<file path="src/rtl/processador_multiciclo_param.sv">
// processador_multiciclo_param: multicycle processor with eight general registers,
// a shared internal bus and a four-step (T0..T3) sequencer.
// mv/mvi finish in T1; ALU ops use T1 (A<=Rx), T2 (G<=A op Ry) and T3 (Rx<=G).
module processador_multiciclo_param #(
  parameter int DATA_W     = 16,   // datapath and register width, 4..32
  parameter bit SIGNED_SLT = 1'b1  // 1: slt is two's-complement, 0: unsigned
) (
  input  logic              Clock,
  input  logic              Reset,
  input  logic [DATA_W-1:0] DIN,
  input  logic              Run,
  output logic              Done,
  output logic [DATA_W-1:0] BusWires,
  output logic [1:0]        Tstep,
  output logic [DATA_W-1:0] Rx_data,
  output logic [DATA_W-1:0] Ry_data
);

  typedef enum logic [1:0] {T0 = 2'b00, T1 = 2'b01, T2 = 2'b10, T3 = 2'b11} step_t;

  typedef enum logic [2:0] {
    OP_MV  = 3'b000,
    OP_MVI = 3'b001,
    OP_ADD = 3'b010,
    OP_SUB = 3'b011,
    OP_AND = 3'b100,
    OP_OR  = 3'b101,
    OP_SLT = 3'b110,
    OP_SLL = 3'b111
  } opcode_t;

  typedef enum logic [2:0] {SEL_NONE, SEL_DIN, SEL_RX, SEL_RY, SEL_G} bus_sel_t;

  step_t             step_q, step_d;
  logic [8:0]        ir;
  logic [DATA_W-1:0] regs [8];
  logic [DATA_W-1:0] a_q, g_q, alu_y;
  logic [8:0]        din_instr;
  bus_sel_t          bus_sel;
  logic              ir_en, a_en, g_en, rx_wr;
  logic              lt;

  opcode_t    opcode;
  logic [2:0] rx_idx, ry_idx;

  assign opcode = opcode_t'(ir[8:6]);
  assign rx_idx = ir[5:3];
  assign ry_idx = ir[2:0];

  // Instruction word taken from DIN[8:0]; with DATA_W < 9 the missing upper
  // instruction bits read as 0, so only the opcodes that fit are reachable.
  if (DATA_W >= 9) begin : g_instr_wide
    assign din_instr = DIN[8:0];
  end else begin : g_instr_narrow
    assign din_instr = {{(9 - DATA_W){1'b0}}, DIN};
  end

  // Sequencer decode: next step, bus source, load enables and Done.
  always_comb begin
    // NOTE: every output of this block gets a default first, so no path through
    // the case can leave a signal unassigned and infer a latch.
    step_d  = step_q;
    bus_sel = SEL_NONE;
    ir_en   = 1'b0;
    a_en    = 1'b0;
    g_en    = 1'b0;
    rx_wr   = 1'b0;
    Done    = 1'b0;
    case (step_q)
      T0: begin
        if (Run) begin
          ir_en  = 1'b1;
          step_d = T1;
        end
      end
      T1: begin
        if (opcode == OP_MV || opcode == OP_MVI) begin
          bus_sel = (opcode == OP_MV) ? SEL_RY : SEL_DIN;
          rx_wr   = 1'b1;
          Done    = 1'b1;
          step_d  = T0;
        end else begin
          bus_sel = SEL_RX;
          a_en    = 1'b1;
          step_d  = T2;
        end
      end
      T2: begin
        bus_sel = SEL_RY;
        g_en    = 1'b1;
        step_d  = T3;
      end
      T3: begin
        bus_sel = SEL_G;
        rx_wr   = 1'b1;
        Done    = 1'b1;
        step_d  = T0;
      end
      default: step_d = T0;
    endcase
  end

  // Bus multiplexer: a single source at a time, zero when nothing drives it.
  always_comb begin
    BusWires = '0;
    case (bus_sel)
      SEL_DIN: BusWires = DIN;
      SEL_RX:  BusWires = regs[rx_idx];
      SEL_RY:  BusWires = regs[ry_idx];
      SEL_G:   BusWires = g_q;
      default: BusWires = '0;
    endcase
  end

  // ALU: A is the first operand, the bus (Ry in T2) the second; results wrap.
  always_comb begin
    alu_y = '0;
    if (SIGNED_SLT) lt = $signed(a_q) < $signed(BusWires);
    else            lt = a_q < BusWires;
    case (opcode)
      OP_ADD: alu_y = a_q + BusWires;
      OP_SUB: alu_y = a_q - BusWires;
      OP_AND: alu_y = a_q & BusWires;
      OP_OR:  alu_y = a_q | BusWires;
      OP_SLT: alu_y = {{(DATA_W - 1){1'b0}}, lt};
      OP_SLL: alu_y = (32'(BusWires) >= 32'(DATA_W)) ? '0 : (a_q << BusWires);
      default: alu_y = '0;
    endcase
  end

  // Step counter, IR and the A/G operand registers.
  always_ff @(posedge Clock or posedge Reset) begin
    // NOTE: state is updated with non-blocking assignments so every register
    // samples the values from before the edge, independent of statement order.
    if (Reset) begin
      step_q <= T0;
      ir     <= '0;
      a_q    <= '0;
      g_q    <= '0;
    end else begin
      step_q <= step_d;
      if (ir_en) ir  <= din_instr;
      if (a_en)  a_q <= BusWires;
      if (g_en)  g_q <= alu_y;
    end
  end

  // Register file R0..R7: Rx is written from the bus on the final step.
  always_ff @(posedge Clock or posedge Reset) begin
    // NOTE: the register file is reset explicitly because an aborted instruction
    // must leave all architected state at zero; this keeps it in flip-flops.
    if (Reset) begin
      for (int i = 0; i < 8; i++) regs[i] <= '0;
    end else if (rx_wr) begin
      regs[rx_idx] <= BusWires;
    end
  end

  assign Tstep   = step_q;
  assign Rx_data = regs[rx_idx];
  assign Ry_data = regs[ry_idx];

endmodule
</file>
<file path="config.mk">
export PLATFORM = sky130hd
export DESIGN_NAME = processador_multiciclo_param
export DESIGN_NICKNAME = d
export VERILOG_FILES = /design/src/rtl/processador_multiciclo_param.sv
export SDC_FILE = /design/constraint.sdc
export NUM_CORES = 1
export LEC_CHECK = 0
export CAP_MARGIN = 25
export CORE_UTILIZATION = 30
export DETAILED_ROUTE_END_ITERATION = 6
export SYNTH_ARGS = -nofsm -noshare
export SYNTH_HDL_FRONTEND = slang
export SYNTH_SLANG_ARGS = --single-unit
</file>
<file path="constraint.sdc">
create_clock -name Clock -period 8.6 [get_ports Clock]
set_input_delay 2.58 -clock Clock [delete_from_list [all_inputs] [get_ports Clock]]
set_output_delay 2.58 -clock Clock [all_outputs]
set_load 0.1 [all_outputs]
</file>
==> results of run 1 <==
==> worst max-delay path by stage <==
stage	to	start	slack, ns	depth (start not counted)
finish	BusWires[15]	DIN[15]	1.02	5
global route	BusWires[15]	DIN[15]	0.95	5
floorplan	BusWires[10]	ir[3]	1.16	10
CTS	BusWires[15]	DIN[15]	1.01	5
detailed placement	BusWires[15]	DIN[15]	1.01	5
global placement	BusWires[15]	DIN[15]	1.04	5
==> cells in the mapped netlist, drive strengths merged (4+ instances only) <==
library cell	instances	share of area, %
mux2	39	3.9
o31ai	6	0.44
nor3b	4	0.27
and2	12	0.66
nor2b	10	0.55
or2	5	0.28
a21o	9	0.60
o22ai	10	0.55
nand3	9	0.40
a222oi	11	0.97
a22oi	7	0.46
a21oi	65	2.9
inv	55	1.8
xnor2	10	0.77
a221oi	11	0.85
nand2b	14	0.77
clkbuf	74	2.5
mux2i	23	2.0
a31oi	8	0.44
o211ai	7	0.46
buf	22	1.0
a211oi	6	0.40
nand2	196	6.5
ha	51	5.6
mux4	45	9.0
dfrtp	171	38
o221ai	16	1.2
nor3	27	1.2
nor2	62	2.1
o21ai	175	7.7
or3	6	0.33
==> logic make-up after synthesis <==
kind of cell               share of synthesized area [%]
DFF                                                 37.8
adders and majority gates                           6.00
muxes                                               14.9
buffers and inverters                               5.32
and+or+nand+nor                                     14.2
AOI/OAI and AO/OA                                   20.7
xor gates and xnor gates                            1.01
==> metrics by stage <==
step / instances / setup slack (ns)
floorplan: 1231 / 1.16
global placement: 1739 / 1.04
detailed placement: 1739 / 1.01
CTS: 1770 / 1.01
global route: 1772 / 0.951
finish: 1772 / 1.02
==> metal layers <==
layer,wire [um],vias up,global-route usage [%]
met5,0,-,0
met4,1040,0,7.20
met2,17100,467,30.7
li1,-,4494,-
met3,3020,71,4.11
met1,17100,4913,28.2
==> area by class of cell <==
class                           instances  area (um^2)
Clock buffer                           21          450
Clock inverter                         10          165
Fill cell                            3694        23700
Inverter                               55          211
Multi-Input combinational cell        909         6460
Sequential cell                       171         4280
Tap cell                              504          631
Timing Repair Buffer                  102          935
==> registers in the layout (all words and copies together) (netlist names), named ones only <==
signal  count
Tstep       1
a_q        16
g_q        16
ir          9
regs      128
==> worst max-delay path: cells and delay by family <==
kind	cells	cell delay, ns
AND/OR/NAND/NOR	1	0.45
buffers and inverters	3	1.63
AO/OA/AOI/OAI	1	0.33
==> layout by cell type, fill, tap and decap left out, types with 10 or more instances in the layout <==
cell type	Yosys	final
nand2_1	196	196
dfrtp_1	171	170
o21ai_0	170	170
a21oi_1	65	65
nor2_1	60	60
clkdlybuf4s50_1	0	58
inv_1	52	51
ha_1	51	51
mux4_2	45	45
buf_4	0	42
mux2_2	39	39
nor3_1	26	26
mux2i_1	23	23
clkbuf_16	0	17
o221ai_1	16	16
nand2b_1	14	14
and2_1	12	12
a222oi_1	11	11
a221oi_1	11	11
o22ai_1	10	10
nor2b_1	10	10
xnor2_1	10	10
==> flow_summary.toml, run 1 <==
[worst_setup_path]
worst-setup-path-type = "input port to output port"
worstReg2RegStart = "ir[1]"
cp_cell_sequence = "clkdlybuf4s50_1 > a222oi_1 > and2_1 > inv_1 > clkdlybuf4s50_1"
reg2reg_to = "g_q[14]"
cp_slowest_stage_delay_ns = 1.01
startpoint_type = "input port"
crit_slowest_cell = "clkdlybuf4s50_1"
end_kind = "output port"
cp.required_ns = 6.02
reg2regPathDepth = 16
worstPathArrival_ns = 5.00
r2r_setup_slack_ns = 2.38
critPathMaxFanout = 11
worst_path_most_repeated_cell = "clkdlybuf4s50_1"

[synthesis]
syn_inst = 1231
synthDistinctLibCells = 75
syn_area_um2 = 11300
synth_ff_type = "dfrtp_1"
syn_nets = 1303
synth_edf_count = 0
seq_area_frac_synth_pct = 37.8
yosys_register_bits = 171
yosysWarnings = 0
async_reset_ff_share_pct = 100
avgSynthCellArea_um2 = 9.19

[hold_path]
hold_class = "flop to flop"
whs_path_depth = 2
min_to = "g_q[7]"
min_from = "g_q[7]"

[clock_tree]
cts-root-buf = "clkbuf_16"
numCtsBuffers = 17
cts.sinks = 171
cts_resized = 0
cts_tree = "done"
ctsHoldBuffers = 0
clk_pin_slew_worst_paths_ns = 0.07
htreeDepth = 4
clock_latency_ns = 0.44
cts_buffer_depth = 2
postCtsSetupBuffers = 0

[detailed_routing]
drc = 0
drt.antenna.violating_nets = 0
vias_per_cell = 5.61
num_vias = 9945
drt-pass1-iter-count = 5
routedWlPerCell_um = 21.6
wl_mm = 38.3
drtIter0Drc = 1114

[final_layout]
num_antenna_cells = 0
finalNetCount = 1328
drive_above_1_share_pct = 14.2
postLayoutCellArea_um2 = 13100
utilization_pct = 35.6
syn2layout_area_growth_pct = 16.2

[placement]
place_congestion = 0.924
place_area_um2 = 12500
hpwl_mm = 27.2
portBuffers = 69

[grt]
grt.overflow.total = 0
grt_pass1_vias = 9577
antenna_found_initial = 0
grt_max_degree = 106
grt_pass1_wl_mm = 58.6
grt_use_total_pct = 20.2

[floorplanning]
die_h_um = 196
die_w_um = 196
dieArea_um2 = 38500
start_util_pct = 30.7
rows = 70
ios = 70
core-area_um2 = 36900

[sta]
finalCriticalPeriod_ns = 7.58
hold_viol = 0
finClkSkew_ns = 0.0139
worst_pin_slew_ns = 1.15
fmax_mhz = 132
hold_ws_ns = 0.494
post-route-period-util_pct = 88.1
setup_viol = 0
slew_headroom_pct = 21.4
setup_tns_ns = 0
rsz0062_at_grt = "false"
slew_violations = 0

[run_status]
status = "finished clean"

[flow_run]
drv_cap = 0
Power of run 1 is not shown: default switching activity piles up to over one toggle a cycle in this logic, so the estimate is an artifact.
==> run 2: changes to the inputs <==
Settings changed: SLEW_MARGIN from default to 25.
==> run 2 against run 1 <==
Effect of this change: worst hold slack worse by 0.0050 ns; sequential cell count unchanged; wire length up 0.13%; count of clock-buffer cells in the layout unchanged; global-route usage unchanged; highest routed layer unchanged.
==> flow_summary.toml, run 2 (same netlist as run 1, synthesis figures left out) <==
[run_status]
status = "finished clean"

[clock_tree]
cts_tree = "done"
cts_resized = 0
cts_buffer_depth = 2
clock_latency_ns = 0.44
numCtsBuffers = 17
cts.sinks = 171
ctsHoldBuffers = 0
htreeDepth = 4
clk_pin_slew_worst_paths_ns = 0.07
cts-root-buf = "clkbuf_16"
postCtsSetupBuffers = 0

[sta]
setup_viol = 0
slew_violations = 0
finClkSkew_ns = 0.0104
post-route-period-util_pct = 88.0
slew_headroom_pct = 25.0
worst_pin_slew_ns = 1.10
rsz0062_at_grt = "false"
worst_slack_ns = 1.03
setup_tns_ns = 0
fmax_mhz = 132
hold_viol = 0
finalCriticalPeriod_ns = 7.57

[flow_run]
drv_cap = 0

[final_layout]
most-common-layout-cells = "nand2_1, dfrtp_1, o21ai_0, a21oi_1, nor2_1"
fillCellCount = 3693
largest_register_ff_count = 128
syn2layout_area_growth_pct = 15.9
layout_commonest_cell = "nand2_1"
finalNetCount = 1326
utilization_pct = 35.5
top_regs = "regs (128), a_q (16), g_q (16)"
regMostFlops = "regs"
drive_above_1_share_pct = 14.1
num_antenna_cells = 0

[floorplanning]
dieArea_um2 = 38500
start_util_pct = 30.7
rows = 70
die_h_um = 196
ios = 70
core-area_um2 = 36900
die_w_um = 196

[worst_setup_path]
worst_path_most_repeated_cell = "clkdlybuf4s50_1"
worstReg2RegStart = "ir[1]"
critical_path_buf_inv_count = 3
reg2reg_to = "g_q[14]"
cp_cell_sequence = "clkdlybuf4s50_1 > a222oi_1 > and2_1 > inv_1 > clkdlybuf4s50_1"
cp.required_ns = 6.02
end_kind = "output port"
cp_slowest_stage_delay_ns = 1.01
critPathMaxFanout = 11
r2r_setup_slack_ns = 2.40
worstPathArrival_ns = 4.99
reg2regPathDepth = 16
worst-setup-path-type = "input port to output port"
crit_slowest_cell = "clkdlybuf4s50_1"
crit_family = "buffers and inverters"
startpoint_type = "input port"

[detailed_routing]
drt-pass1-iter-count = 6
num_vias = 9942
drc = 0
drt.antenna.violating_nets = 0
vias_per_cell = 5.62
wl_mm = 38.3
drtIter0Drc = 1207
routedWlPerCell_um = 21.7

[hold_path]
min_from = "g_q[7]"
hold_class = "flop to flop"
whs_path_depth = 2
min_to = "g_q[7]"

[placement]
portBuffers = 69
place_congestion = 0.924
hpwl_mm = 27.2
dpl_worst_slack_ns = 1.01

[grt]
grt.overflow.total = 0
grt_pass1_vias = 9577
grt_max_degree = 106
grt_pass1_wl_mm = 58.6
grt_use_total_pct = 20.2
antenna_found_initial = 0
[run 2: cell count changes in the layout (fill, tap and decap cells not counted), sizes merged]
cell and change:
buf -2
[run 2: through the flow]
step                      cells  area [um^2]  hold slack [ns]
after floorplan            1231        11300            0.454
after global placement     1739        12500            0.473
after detailed placement   1739        12500            0.477
after CTS                  1770        13100            0.493
after global routing       1770        13100            0.519
final                      1770        13100            0.489
[run 2: layout make-up]
cell class | count | area [um^2] | area share, %
Tap cell | 504 | 631 | 4.81
Clock inverter | 10 | 165 | 1.26
Timing Repair Buffer | 100 | 896 | 6.83
Sequential cell | 171 | 4280 | 32.7
Multi-Input combinational cell | 909 | 6470 | 49.4
Inverter | 55 | 214 | 1.63
Clock buffer | 21 | 450 | 3.44
[run 2: worst max-delay path by stage]
| stage | cells after the start | to | start |
|---|---|---|---|
| final | 5 | BusWires[15] | DIN[15] |
| after detailed placement | 5 | BusWires[15] | DIN[15] |
| after global placement | 5 | BusWires[15] | DIN[15] |
| after CTS | 5 | BusWires[15] | DIN[15] |
| after floorplan | 10 | BusWires[10] | ir[3] |
| after global routing | 5 | BusWires[15] | DIN[15] |
[run 2: metal layers]
metal	vias to the layer above	wire [um]	track usage (%)
met5	-	0	0
met4	0	1110	7.20
li1	4492	-	-
met1	4880	16900	28.2
met3	78	3230	4.11
met2	492	17100	30.7
[run 2: worst min-delay path, stage by stage, from the launching register on]
cell and delay, ns:
dfrtp_1 0.35, nand2_1 0.05, o21ai_1 0.06
Power of run 2 is left out for the same reason.
